$ cat src/rtl/compl_decoder_pkg.sv
// Shared definitions for the complement datapath: FSM state encodings and
// the one's/two's-complement select constants.
package compl_decoder_pkg;

    typedef enum logic [1:0] {
        ST_IDLE  = 2'd0,
        ST_SHIFT = 2'd1,
        ST_DONE  = 2'd2
    } state_e;

    localparam logic CPL_ONES = 1'b1;
    localparam logic CPL_TWOS = 1'b0;

endpackage

$ cat src/rtl/compl_bit_cell.sv
// Combinational per-bit stage of the serial sign/magnitude decoder.
module compl_bit_cell
    import compl_decoder_pkg::*;
(
    input  logic b,
    input  logic sgn,
    input  logic cpl,
    input  logic seen1,
    output logic out,
    output logic seen1_next
);

    // Two's-complement negation copies up to and including the first 1, then inverts.
    always_comb begin
        out = b;
        if (sgn) begin
            if (cpl == CPL_ONES) begin
                out = ~b;
            end else begin
                out = seen1 ? ~b : b;
            end
        end
        seen1_next = seen1 | b;
    end

endmodule

$ cat src/rtl/compl_decoder.sv
// Bit-serial decoder: signed one's/two's-complement operand to sign + unsigned
// magnitude, LSB first, one bit per clock under a start/done handshake.
module compl_decoder
    import compl_decoder_pkg::*;
#(
    parameter int unsigned WIDTH = 4
) (
    input  logic             clk,
    input  logic             reset,
    input  logic             start,
    input  logic [WIDTH-1:0] Ent,
    input  logic             cpl,
    output logic [WIDTH-1:0] Mag,
    output logic             Sgn,
    output logic             negzero,
    output logic             busy,
    output logic             done
);

    localparam int unsigned CNT_W = (WIDTH > 1) ? $clog2(WIDTH) : 1;

    state_e             state_q, state_d;
    logic [WIDTH-1:0]   shreg_q, shreg_d;
    logic [WIDTH-1:0]   result_q, result_d;
    logic [CNT_W-1:0]   cnt_q, cnt_d;
    logic               seen1_q, seen1_d;
    logic               cpl_q, cpl_d;
    logic               sgn_r_q, sgn_r_d;
    logic               ones_q, ones_d;
    logic [WIDTH-1:0]   mag_q, mag_d;
    logic               sgn_q, sgn_d;
    logic               negzero_q, negzero_d;
    logic               busy_q, busy_d;
    logic               done_q, done_d;

    logic               cell_out;
    logic               cell_seen1;

    compl_bit_cell u_cell (
        .b          (shreg_q[0]),
        .sgn        (sgn_r_q),
        .cpl        (cpl_q),
        .seen1      (seen1_q),
        .out        (cell_out),
        .seen1_next (cell_seen1)
    );

    always_comb begin
        state_d   = state_q;
        shreg_d   = shreg_q;
        result_d  = result_q;
        cnt_d     = cnt_q;
        seen1_d   = seen1_q;
        cpl_d     = cpl_q;
        sgn_r_d   = sgn_r_q;
        ones_d    = ones_q;
        mag_d     = mag_q;
        sgn_d     = sgn_q;
        negzero_d = negzero_q;

        case (state_q)
            ST_IDLE, ST_DONE: begin
                if (start) begin
                    shreg_d  = Ent;
                    cpl_d    = cpl;
                    sgn_r_d  = Ent[WIDTH-1];
                    ones_d   = &Ent;
                    cnt_d    = '0;
                    seen1_d  = 1'b0;
                    result_d = '0;
                    state_d  = ST_SHIFT;
                end else begin
                    state_d  = ST_IDLE;
                end
            end
            ST_SHIFT: begin
                shreg_d  = {1'b0, shreg_q[WIDTH-1:1]};
                result_d = {cell_out, result_q[WIDTH-1:1]};
                seen1_d  = cell_seen1;
                cnt_d    = cnt_q + CNT_W'(1);
                // Final bit: publish the whole result at once so no partial value is visible.
                if (cnt_q == CNT_W'(WIDTH - 1)) begin
                    mag_d     = result_d;
                    sgn_d     = sgn_r_q;
                    negzero_d = (cpl_q == CPL_ONES) & ones_q;
                    state_d   = ST_DONE;
                end
            end
            default: state_d = ST_IDLE;
        endcase

        busy_d = (state_d == ST_SHIFT);
        done_d = (state_d == ST_DONE);
    end

    always_ff @(posedge clk or posedge reset) begin
        if (reset) begin
            state_q   <= ST_IDLE;
            shreg_q   <= '0;
            result_q  <= '0;
            cnt_q     <= '0;
            seen1_q   <= 1'b0;
            cpl_q     <= 1'b0;
            sgn_r_q   <= 1'b0;
            ones_q    <= 1'b0;
            mag_q     <= '0;
            sgn_q     <= 1'b0;
            negzero_q <= 1'b0;
            busy_q    <= 1'b0;
            done_q    <= 1'b0;
        end else begin
            state_q   <= state_d;
            shreg_q   <= shreg_d;
            result_q  <= result_d;
            cnt_q     <= cnt_d;
            seen1_q   <= seen1_d;
            cpl_q     <= cpl_d;
            sgn_r_q   <= sgn_r_d;
            ones_q    <= ones_d;
            mag_q     <= mag_d;
            sgn_q     <= sgn_d;
            negzero_q <= negzero_d;
            busy_q    <= busy_d;
            done_q    <= done_d;
        end
    end

    assign Mag     = mag_q;
    assign Sgn     = sgn_q;
    assign negzero = negzero_q;
    assign busy    = busy_q;
    assign done    = done_q;

endmodule

$ cat config.mk
export PLATFORM = sky130hd
export DESIGN_NAME = compl_decoder
export DESIGN_NICKNAME = d
export VERILOG_FILES = /design/src/rtl/compl_decoder_pkg.sv /design/src/rtl/compl_bit_cell.sv /design/src/rtl/compl_decoder.sv
export SDC_FILE = /design/constraint.sdc
export NUM_CORES = 1
export LEC_CHECK = 0
export CORE_UTILIZATION = 54
export CTS_BUF_LIST = sky130_fd_sc_hd__clkbuf_8
export CTS_CLUSTER_SIZE = 14
export DETAILED_ROUTE_END_ITERATION = 10
export HOLD_SLACK_MARGIN = 0.1
export PLACE_DENSITY = 0.89
export SYNTH_ARGS = -nofsm -noshare
export SYNTH_HDL_FRONTEND = slang
export SYNTH_SLANG_ARGS = --single-unit
$ cat constraint.sdc
create_clock -name clk -period 1.6 [get_ports clk]
set_input_delay 0.24 -clock clk [delete_from_list [all_inputs] [get_ports clk]]
set_output_delay 0.24 -clock clk [all_outputs]
set_load 0.01 [all_outputs]
# After elaboration in Yosys (flattened, before gate mapping)
# Cells that the tools add are included.
[word_totals]
regBits = 24
wordCells = 44
inputBits = 8
[op_classes]
n_eq_ne = 6
bitwise = 3
reduce_logical = 7
mux = 14
n_addsub = 1
[ops]
columns = ["op", "count"]
rows = [
  ["$pmux W4 S2", 2],
  ["$mux W4", 2],
  ["$pmux W2 S2", 2],
  ["$eq A2 B2 Y1 const B", 3],
  ["$reduce_and A2 Y1", 3],
  ["$mux W1", 5],
  ["$eq A2 B1 Y1 const B", 2],
  ["$mux W2", 2],
  ["$reduce_and A4 Y1", 1],
  ["$add A2 B1 Y2 const B", 1],
  ["$logic_not A2 Y1", 1],
  ["$ne A2 B2 Y1 const B", 1],
  ["$pmux W1 S2", 1],
  ["$reduce_bool A2 Y1", 1],
  ["$reduce_or A2 Y1", 1],
  ["$and A1 B1 Y1", 1],
  ["$not A1 Y1", 1],
  ["$or A1 B1 Y1", 1],
]

# Longest topological paths before layout
# Gate-level depths: netlist (run 1).
[logic_depth]
depth_word = 5
depth_mapped = 5
mapped_depth_nobuf = 5

# Cells and area by module
# A second synthesis (run 1) with hierarchy kept.
[hier_totals]
hier_cells = 86
hier_area_um2 = 1082.3
[by_module_without_submodules]
columns = ["module", "area_per_inst_um2", "cells_each", "seq_area_each_um2", "n_inst"]
rows = [
  ["compl_decoder", 1031.0, 79, 575.6, 1],
  ["compl_bit_cell", 51.3, 7, 0.0, 1],
]

# Worst setup path before layout (run 1)
# No wires, ideal clock.
[synth_path]
path_type = "register -> register"
startpoint = "register shreg_q[0]"
endpoint = "register mag_q[3], in the netlist Mag[3]"
path_slack_ps = 403
arrival_time_ps = 1072
path_buffers = 0
stages_incl_launch_ff = 6
path_cell_list = "dfrtp_1 inv_1 ha_1 nand3b_1 o211ai_1 mux2_4"
[synth_between]
elab_chain_cells = 4
[synth_lines]
columns = ["item", "line_no", "source"]
rows = [
  ["start: declaration", "compl_decoder.sv:23", "logic [WIDTH-1:0] shreg_q, shreg_d;"],
  ["start signal: assignment", "compl_decoder.sv:113", "shreg_q <= shreg_d;"],
  ["$not A1 Y1", "compl_bit_cell.sv:18, compl_bit_cell.sv:20", ""],
  ["$mux W1", "compl_bit_cell.sv:20", "out = seen1 ? ~b : b;"],
  ["$mux W1", "compl_bit_cell.sv:17", "if (cpl == CPL_ONES) begin"],
  ["$mux W1 *", "compl_bit_cell.sv:16", "if (sgn) begin"],
  ["end signal: assignment", "compl_decoder.sv:120", "mag_q <= mag_d;"],
  ["end: declaration", "compl_decoder.sv:30", "logic [WIDTH-1:0] mag_q, mag_d;"],
]
# Mark *: on every way between the ends. The rest lies on a longest branch, timed or not.
# A chain may end at the register's enable or synchronous reset.

# Final worst setup path (run 1)
[layout_path]
startpoint = "register mag_q[3], in the netlist Mag[3]"
endpoint = "output Mag[3]"
[layout_rtl]
columns = ["item", "line_no", "source"]
rows = [
  ["end: declaration", "compl_decoder.sv:13", "output logic [WIDTH-1:0] Mag,"],
]
# No word-level cell between the ends.

==> results of run 1 <==
[worst min path at each step]
stage	start	slack, ns	end
floorplan	reset	0.24	Mag[0]
global placement	negzero	0.46	negzero
detailed placement	Mag[1]	0.48	Mag[1]
CTS	reset	0.33	result_q[2]
global route	reset	0.36	result_q[2]
finish	reset	0.32	result_q[2]
[kinds of logic after synthesis]
| group | share of synthesized area |
|---|---|
| multiplexers | 0.0829 |
| flip-flops | 0.587 |
| AO/OA/AOI/OAI | 0.112 |
| buffers and inverters | 0.0344 |
| adder cells (fa/ha/maj) | 0.0255 |
| AND/OR/NAND/NOR | 0.158 |
[synthesized netlist by cell type]
cell,instances,area (sq um)
a211oi_1,1,7.51
a21oi_1,1,5.00
a22o_1,5,43.8
and2b_4,1,10.0
buf_4,2,15.0
dfrtp_1,23,576
ha_1,2,25.0
inv_1,4,15.0
inv_2,1,3.75
mux2_1,4,45.0
mux2_2,1,11.3
mux2_4,1,15.0
mux2i_1,1,10.0
nand2_1,9,33.8
nand2b_1,2,12.5
nand3_1,1,5.00
nand3b_1,2,15.0
nand3b_4,1,20.0
nand4_1,1,6.26
nor2_1,3,11.3
nor2_4,1,11.3
nor2b_1,1,6.26
nor2b_4,1,13.8
nor3_1,2,10.0
o211ai_1,1,7.51
o21ai_0,4,20.0
o21ai_1,1,5.00
o22ai_1,2,12.5
o2bb2ai_1,1,8.76
[power by group]
part	total [mW]	internal, mW	switching, mW
clock	0.343	0.171	0.172
sequential	1.04	0.833	0.205
combinational	0.900	0.492	0.408
total	2.28	1.50	0.785
[sequential cells by signal (all words and copies together) (netlist names)]
name      cells
Mag           4
Sgn           1
busy          1
cnt_q         2
cpl_q         1
done          1
negzero       1
ones_q        1
result_q      3
seen1_q       1
sgn_r_q       1
shreg_q       4
state_q       2
[stage by stage]
| step | power [mW] | hold slack [ns] | std cells | setup WS [ns] |
|---|---|---|---|---|
| after floorplan | 1.64 | 0.242 | 80 | 0.403 |
| after global placement | 1.90 | 0.463 | 119 | 0.181 |
| after detailed placement | 1.95 | 0.480 | 119 | 0.114 |
| after CTS | 2.29 | 0.325 | 123 | 0.202 |
| after global routing | 2.45 | 0.355 | 123 | 0.181 |
| final | 2.28 | 0.315 | 123 | 0.216 |
[tightest hold or removal path: stages]
cell and delay [ns]:
clkdlybuf4s50_1 0.39, inv_1 0.05, buf_4 0.28
[metal layers]
metal	up-vias	part of all wire	wire length, um	GRT usage
met5	-	0	0	0
met4	0	0.017	29	0.109
met3	4	0.028	48	0.0245
met2	14	0.49	826	0.321
met1	322	0.47	792	0.278
li1	316	-	-	-
[final cells by class]
type,instances,area share
Clock inverter,1,0.00313
Timing Repair Buffer,16,0.131
Sequential cell,23,0.480
Clock buffer,3,0.0344
Tap cell,25,0.0261
Multi-Input combinational cell,50,0.310
Inverter,5,0.0156
==> reports/qor.csv, run 1 <==
metric,value,unit
CTS tree,yes,
worst-case headroom to the max-slew limit,0.741,
Post-Route Skew,0.00603,ns
number of iterations in the first detailed-routing pass,4,
final design instance area without fill,0.00120,sq mm
number of buffers added to fix hold violations after cts,0,
unrepaired setup endpoints after global routing,false,
# port buffers,15,
required time of the critical path,1.36,ns
wire length of the first global-routing pass,2.84,mm
routed len/inst,13.8,um
number of nets with antenna violations after detailed routing,0,
post-cts gate resize count,0,
final-report hold violation count,0,
critical-path cell list,clkdlybuf4s50_1,
net count after synthesis,90,
initial antenna violation count,0,
Die Width,44.6,um
Post-CTS Setup Repair Bufs,0,
worst flop-to-flop path startpoint,shreg_q[0],
final wirelength,1.70,mm
Initial Utilization,0.574,
fill count,115,
number of maximum-capacitance constraint violations,0,
number of instances in the synthesized netlist,80,
number of pins exceeding their max-slew limit in the final report,0,
final core area utilization,0.703,
final period demand of the worst path,1.38,ns
syn_area_per_cell,12.3,sq um
worst-case clock buffer depth,2,
synth warn,0,
worst ir drop on vdd,1010,uV
number of gates on the worst path with buffers counted,1,
cell with the biggest individual delay on the critical path,clkdlybuf4s50_1,
number of ports placed on the die boundary,16,
Reg2Reg Depth,5,
static leakage,0.567,nW
overall fraction of global-route tracks in use,0.204,
number of setup violations in the final report,0,
kind of end point of the critical path,output port,
"most common cell after layout, fill and taps aside",dfrtp_1,
status,"complete, no violations",
Worst Path Buf+Inv,1,
transition time at the pin with the least slew margin,0.388,ns
count of routing violations after the opening detailed-route iteration,10,
Crit Path Category,register to output port,
synth-to-layout area growth,22.3,%
root buffer cell,clkbuf_8,
number of design rule violations left after detail routing,0,
dominant delay contributor by cell family on the critical path,buffers and inverters,
register cell area after layout,576,sq um
fraction of final layout cells sized beyond drive strength 1,0.112,
worst reg2reg endpoint,Mag[3],
placeable core region,0.00171,sq mm
area occupied by multi-input gates,372,sq um
register area share after synthesis,0.587,
RePlAce Congestion,0.804,
dpl hpwl,1.24,mm
clock latency at the later pin of the worst-skew pair,0.26,ns
largest incremental delay on the critical path,0.53,ns
Max Fclk,723,MHz
total number of nets in the final design,109,
unique cell type count in the Yosys netlist,29,
CTS H-tree lvls,1,
number of buffers created by CTS,3,
summed instance area of the synthesized netlist,981,sq um
DR vias,656,
Die H,44.6,um
data arrival time of the critical path,1.14,ns
type of origin of the critical path,register,
Die Outline Area,0.00199,sq mm
power density normalized to cell area,1900,mW/mm^2
largest driver fanout on the critical path,2,
"Period Utilization, post-route",0.865,
instance area at placement,0.00115,sq mm
type of the worst min-delay path,input pin to async pin,
number of sinks on the clock net,23,
crit path to,Mag[3],
aggregate global routing overflow,0,
source of the critical timing path,Mag[3],
minimum setup slack among reg-to-reg paths,0.28,ns
largest net degree at the start of global routing,24,
sum of negative setup slack,0,ns
Vias per Instance,5.33,
number of placement rows,15,
count of inserted antenna diode cells,0,
most used cells in the layout excluding fill and tap cells,"dfrtp_1 (23), clkdlybuf4s50_1 (15), nand2_1 (9), a22o_1 (5), inv_1 (5)",
"FF+latch count, synth",23,
via count of the first global-routing pass,625,
post-CTS clock slew at the launch and capture registers of the worst setup and hold paths,0.08,ns
Power figures use the tool's default switching activity.
==> inputs of run 2 (changes only) <==
CORE_UTILIZATION = 55   (was 54)
SYNTH_HIERARCHICAL = 1   (was unset)
==> run 2 against run 1 <==
Net effect:
- sequential share of layout area is 3.3 points lower
- synthesized cell count up 7.5%
- first-iteration DRC count rose by 20%
- clock power is 5% higher
- non-clock buffer count rose by 2
- count of clock-buffer cells in the layout unchanged
- area after synthesis rose by 10%
- critical path type is now register to register
- highest routed layer unchanged
==> reports/qor.csv, run 2 <==
metric,value,unit,change
routed len/inst,14.5,um,was 13.8 um
number of maximum-capacitance constraint violations,0,,unchanged
transition time at the pin with the least slew margin,0.404,ns,was 0.388 ns
cell with the biggest individual delay on the critical path,dfrtp_1,,was clkdlybuf4s50_1
kind of end point of the critical path,register,,was output port
post-cts gate resize count,0,,unchanged
Switching Share,0.330,,was 0.344
DRT met1 WL,818,um,was 792 um
status,"complete, no violations",,unchanged
final-report hold violation count,0,,unchanged
most used cells in the layout excluding fill and tap cells,"dfrtp_1 (23), clkdlybuf4s50_1 (15), inv_1 (11), nor3b_1 (6), mux2_2 (6)",,"was dfrtp_1 (23), clkdlybuf4s50_1 (15), nand2_1 (9), a22o_1 (5), inv_1 (5)"
number of buffers created by CTS,3,,unchanged
initial antenna violation count,0,,unchanged
static leakage,0.613,nW,was 0.567 nW
area share of the largest cell type after synthesis,0.532,,was 0.587
number of setup violations in the final report,0,,unchanged
# port buffers,15,,unchanged
Vias per Instance,5.56,,was 5.33
number of iterations in the first detailed-routing pass,4,,unchanged
Seq pwr share,0.434,,was 0.455
required time of the critical path,1.76,ns,was 1.36 ns
net count after synthesis,96,,was 90
wire length of the first global-routing pass,2.86,mm,was 2.84 mm
DR vias,712,,was 656
number of sinks on the clock net,23,,unchanged
ranking of synthesized cells by instance count,"dfrtp_1 (23), inv_1 (11), mux2_2 (6), nor3b_1 (6)",,"was dfrtp_1 (23), nand2_1 (9), a22o_1 (5)"
aggregate global routing overflow,0,,unchanged
synth warn,6,,was 0
number of ports placed on the die boundary,16,,unchanged
unique cell type count in the Yosys netlist,27,,was 29
summed instance area of the synthesized netlist,0.00108,sq mm,was 981 sq um
"Period Utilization, post-route",0.907,,was 0.865
final setup margin,0.149,ns,was 0.216 ns
"most common cell after layout, fill and taps aside",dfrtp_1,,unchanged
routed wl met3,65,um,was 48 um
worst-case headroom to the max-slew limit,0.731,,was 0.741
Die Outline Area,0.00215,sq mm,was 0.00199 sq mm
"FF+latch count, synth",23,,unchanged
overall fraction of global-route tracks in use,0.191,,was 0.204
count of inserted antenna diode cells,0,,unchanged
power dissipated by switching net loads,0.801,mW,was 0.785 mW
post-CTS clock slew at the launch and capture registers of the worst setup and hold paths,0.08,ns,about the same
placeable core region,0.00178,sq mm,was 0.00171 sq mm
total chip power,2.43,mW,was 2.28 mW
number of placement rows,15,,unchanged
data arrival time of the critical path,1.61,ns,was 1.14 ns
number of buffers added to fix hold violations after cts,0,,unchanged
number of synthesized flops with an enable pin,0,,unchanged
critical-path cell list,inv_1 > ha_1 > nand3b_1 > o211ai_2 > and3b_1 > a31o_2,,was clkdlybuf4s50_1
combinational share of power,0.418,,was 0.395
largest driver fanout on the critical path,3,,was 2
CTS tree,yes,,unchanged
main flop type after synthesis,dfrtp_1,,unchanged
final wirelength,1.85,mm,was 1.70 mm
number of instances in the synthesized netlist,86,,was 80
cell with the most instances after synthesis,dfrtp_1,,unchanged
type of origin of the critical path,register,,unchanged
final period demand of the worst path,1.45,ns,was 1.38 ns
syn_area_per_cell,12.6,sq um,was 12.3 sq um
root buffer cell,clkbuf_8,,unchanged
unrepaired setup endpoints after global routing,false,,unchanged
RePlAce Congestion,0.820,,was 0.804
Die Width,46.4,um,was 44.6 um
Worst Path Buf+Inv,1,,unchanged
Max Fclk,689,MHz,was 723 MHz
number of pins exceeding their max-slew limit in the final report,0,,unchanged
dpl hpwl,1.33,mm,was 1.24 mm
CTS H-tree lvls,1,,unchanged
largest incremental delay on the critical path,0.37,ns,was 0.53 ns
power share of the clock group,0.148,,was 0.150
total met2 wirelength after detailed routing,938,um,was 826 um
synth-to-layout area growth,19.2,%,was 22.3%
type of the worst min-delay path,input pin to async pin,,unchanged
Post-Route Skew,0.00641,ns,was 0.00603 ns
worst ir drop on vdd,1470,uV,was 1010 uV
worst-case clock buffer depth,2,,unchanged
dominant delay contributor by cell family on the critical path,flip-flops,,was buffers and inverters
register area share after synthesis,0.532,,was 0.587
Crit Path Category,register to register,,was register to output port
power density normalized to cell area,1880,mW/mm^2,was 1900 mW/mm^2
DP Worst Slack,0.121,ns,was 0.114 ns
count of routing violations after the opening detailed-route iteration,12,,was 10
total number of nets in the final design,114,,was 109
number of nets with antenna violations after detailed routing,0,,unchanged
source of the critical timing path,shreg_q[0],,was Mag[3]
fraction of final layout cells sized beyond drive strength 1,0.204,,was 0.112
top cell type by total area after synthesis,dfrtp_1,,unchanged
via count of the first global-routing pass,664,,was 625
Post-CTS Setup Repair Bufs,0,,unchanged
top routing layer in use,met4,,unchanged
largest net degree at the start of global routing,24,,unchanged
fraction of registers with async set/reset,1.00,,unchanged
Int Power,1.63,mW,was 1.50 mW
Initial Utilization,0.607,,was 0.574
worst flop-to-flop path startpoint,shreg_q[0],,unchanged
sum of negative setup slack,0,ns,unchanged
Synth area leaders,"dfrtp_1 (53%), mux2_2 (6.2%), nor3b_1 (4.2%)",,"was dfrtp_1 (59%), mux2_1 (4.6%), a22o_1 (4.5%)"
clock latency at the later pin of the worst-skew pair,0.26,ns,about the same
number of design rule violations left after detail routing,0,,unchanged
Die H,46.4,um,was 44.6 um
[run 2: changes by cell type in the layout (fill, tap and decap cells not counted), moves of 3 or more]
cell,before,now
and3b_1,0,3
a311oi_1,0,3
nand2_1,9,1
a31o_2,0,3
nor3b_1,0,6
mux2_1,4,1
inv_1,5,11
mux2_2,1,6
[run 2: path summary, 6_finish.rpt]
kind | end | slack [ns] | cells after the start
min reg2reg | Mag[1] | 0.51 | 1
min in group clk | Mag[1] | 0.51 | 1
max | result_q[3] | 0.15 | 6
min | negzero | 0.31 | 3
max in group asynchronous | Mag[2] | 1.06 | 3
max reg2reg | result_q[3] | 0.15 | 6
[run 2: power groups by stage]
stage | Clock [mW] | Combinational, mW | Sequential, mW
detailed placement | 0 | 1.02 | 1.07
global route | 0.390 | 1.11 | 1.10
global placement | 0 | 0.985 | 1.05
CTS | 0.366 | 1.03 | 1.06
floorplan | 0 | 0.761 | 1.02
finish | 0.359 | 1.01 | 1.05
[run 2: logic make-up (layout without fill, tap and decap cells)]
group | after synthesis | count (layout) | synth area share
compound gates | 13 | 13 | 0.0983
xor+xnor | 1 | 1 | 0.00809
fa+ha+maj | 2 | 2 | 0.0231
buf+inv | 16 | 33 | 0.0774
flops | 23 | 23 | 0.532
mux | 12 | 12 | 0.128
simple gates | 19 | 19 | 0.133
[run 2: per-layer routing]
metal  vias to the layer above  GRT usage
met4                         0      0.100
met5                         -          0
li1                        335          -
met1                       359      0.240
met3                         4     0.0392
met2                        14      0.306
[run 2: worst reg2reg max path, stage by stage (launching register included)]
cell      delay [ns]
dfrtp_1         0.37
inv_1           0.08
ha_1            0.30
nand3b_1        0.11
o211ai_2        0.09
and3b_1         0.19
a31o_2          0.21
[run 2: cell type report]
type	instances	area, sq um
Sequential cell	23	576
Timing Repair Buffer	18	173
Tap cell	25	31.3
Multi-Input combinational cell	47	423
Clock inverter	1	5.00
Fill cell	122	493
Clock buffer	3	41.3
Inverter	11	41.3
[run 2: stage by stage]
stage | instances | hold slack [ns] | utilization | cell area (sq um)
3_3_place_gp | 124 | 0.488 | 0.698 | 1240
2_1_floorplan | 86 | 0.242 | - | 1080
3_5_place_dp | 124 | 0.492 | 0.698 | 1240
6_report | 128 | 0.313 | 0.724 | 1290
5_1_grt | 128 | 0.367 | 0.724 | 1290
4_1_cts | 128 | 0.323 | 0.724 | 1290
==> inputs of run 3 (changes only) <==
CORE_UTILIZATION = 52   (was 55)
CTS_BUF_LIST = unset   (was sky130_fd_sc_hd__clkbuf_8)
PLACE_DENSITY = 0.85   (was 0.89)
==> run 3 against run 2 <==
Net effect:
- sequential power about the same
- via count down 0.84%
- non-clock buffer count up 1
- power down 2.9%
- maximum frequency down 0.62%
- combinational power up 4%
==> reports/qor.csv, run 3 (synthesis results as in run 2) <==
metric,value,unit,change
status,"complete, no violations",,unchanged
fill count,168,,was 122
number of iterations in the first detailed-routing pass,4,,unchanged
Worst Path Buf+Inv,1,,unchanged
type of origin of the critical path,register,,unchanged
number of sinks on the clock net,23,,unchanged
worst ir drop on vdd,807,uV,was 1470 uV
cell with the biggest individual delay on the critical path,clkdlybuf4s50_1,,was dfrtp_1
power density normalized to cell area,1840,mW/mm^2,was 1880 mW/mm^2
area occupied by multi-input gates,423,sq um,unchanged
number of setup violations in the final report,0,,unchanged
overall fraction of global-route tracks in use,0.196,,was 0.191
number of placement rows,16,,was 15
worst-case clock buffer depth,2,,unchanged
# port buffers,15,,unchanged
number of buffers added to fix hold violations after cts,0,,unchanged
total number of nets in the final design,115,,was 114
required time of the critical path,1.36,ns,was 1.76 ns
DR vias,706,,was 712
register cell area after layout,576,sq um,unchanged
final-report hold violation count,0,,unchanged
Vias per Instance,5.39,,was 5.56
static leakage,0.608,nW,was 0.613 nW
sum of negative setup slack,0,ns,unchanged
number of design rule violations left after detail routing,0,,unchanged
unrepaired setup endpoints after global routing,false,,unchanged
data arrival time of the critical path,1.22,ns,was 1.61 ns
transition time at the pin with the least slew margin,0.331,ns,was 0.404 ns
number of nets with antenna violations after detailed routing,0,,unchanged
type of the worst min-delay path,input pin to async pin,,unchanged
routed len/inst,15.1,um,was 14.5 um
Initial Utilization,0.552,,was 0.607
largest incremental delay on the critical path,0.54,ns,was 0.37 ns
RePlAce Congestion,0.752,,was 0.820
dpl hpwl,1.47,mm,was 1.33 mm
number of pins exceeding their max-slew limit in the final report,0,,unchanged
Max Fclk,685,MHz,was 689 MHz
Post-Route Skew,0.00476,ns,was 0.00641 ns
"Period Utilization, post-route",0.913,,was 0.907
Crit Path Category,register to output port,,was register to register
CTS H-tree lvls,1,,unchanged
count of routing violations after the opening detailed-route iteration,17,,was 12
number of ports placed on the die boundary,16,,unchanged
aggregate global routing overflow,0,,unchanged
via count of the first global-routing pass,658,,was 664
Post-CTS Setup Repair Bufs,0,,unchanged
largest driver fanout on the critical path,2,,was 3
critical-path cell list,clkdlybuf4s50_1,,was inv_1 > ha_1 > nand3b_1 > o211ai_2 > and3b_1 > a31o_2
worst hold slack across all endpoints,0.257,ns,was 0.313 ns
post-cts gate resize count,0,,unchanged
number of maximum-capacitance constraint violations,0,,unchanged
final wirelength,1.98,mm,was 1.85 mm
final period demand of the worst path,1.46,ns,was 1.45 ns
CTS tree,yes,,unchanged
"most common cell after layout, fill and taps aside",dfrtp_1,,unchanged
wire length of the first global-routing pass,2.97,mm,was 2.86 mm
kind of end point of the critical path,output port,,was register
dominant delay contributor by cell family on the critical path,buffers and inverters,,was flip-flops
Die Outline Area,0.00227,sq mm,was 0.00215 sq mm
fraction of final layout cells sized beyond drive strength 1,0.202,,was 0.204
synth-to-layout area growth,18.3,%,was 19.2%
count of inserted antenna diode cells,0,,unchanged
Die H,47.6,um,was 46.4 um
number of buffers created by CTS,3,,unchanged
root buffer cell,clkbuf_4,,was clkbuf_8
post-CTS clock slew at the launch and capture registers of the worst setup and hold paths,0.12,ns,was 0.08 ns
Die Width,47.6,um,was 46.4 um
placeable core region,0.00196,sq mm,was 0.00178 sq mm
largest net degree at the start of global routing,24,,unchanged
worst-case headroom to the max-slew limit,0.779,,was 0.731
initial antenna violation count,0,,unchanged
clock latency at the later pin of the worst-skew pair,0.30,ns,was 0.26 ns
most used cells in the layout excluding fill and tap cells,"dfrtp_1 (23), clkdlybuf4s50_1 (15), inv_1 (11), nor3b_1 (6), mux2_2 (6)",,unchanged
-- run 3: layer usage --
metal | global-route usage | wire [um] | vias to the layer above
met4 | 0.0833 | 53 | 0
met1 | 0.244 | 862 | 347
met3 | 0.0264 | 62 | 6
met5 | 0 | 0 | -
met2 | 0.342 | 999 | 17
li1 | - | - | 336
-- run 3: stage by stage --
stage               worst slack, ns  std cells  total power, mW  area, sq um   util
CTS                           0.136        131             2.37         1280  0.652
floorplan                     0.282         86             1.78         1080      -
global placement              0.154        127             2.04         1250  0.639
global route                 0.0760        131             2.53         1280  0.652
finish                        0.140        131             2.36         1280  0.652
detailed placement            0.122        127             2.12         1250  0.639
-- run 3: path summary, 6_finish.rpt --
path	to	cells after the start	startpoint	slack [ns]
min	negzero	3	reset	0.26
min reg2reg	Mag[0]	1	Mag[0]	0.52
max reg2reg	result_q[3]	6	shreg_q[0]	0.15
max in group asynchronous	Mag[1]	3	reset	1.12
max	Mag[2]	1	Mag[2]	0.14
min in group clk	Mag[0]	1	Mag[0]	0.52
-- run 3: layout make-up --
cell class              instances  share of cell area
multi-input cells              47               0.330
well taps                      27              0.0264
inverters                      11              0.0323
clock buffers                   4              0.0205
repair buffers                 19               0.141
flip-flops and latches         23               0.450
-- run 3: where the power goes --
group	internal (mW)	leakage [nW]	switching [mW]
clock network	0.0972	0.0150	0.164
registers	0.838	0.286	0.207
logic	0.622	0.306	0.429
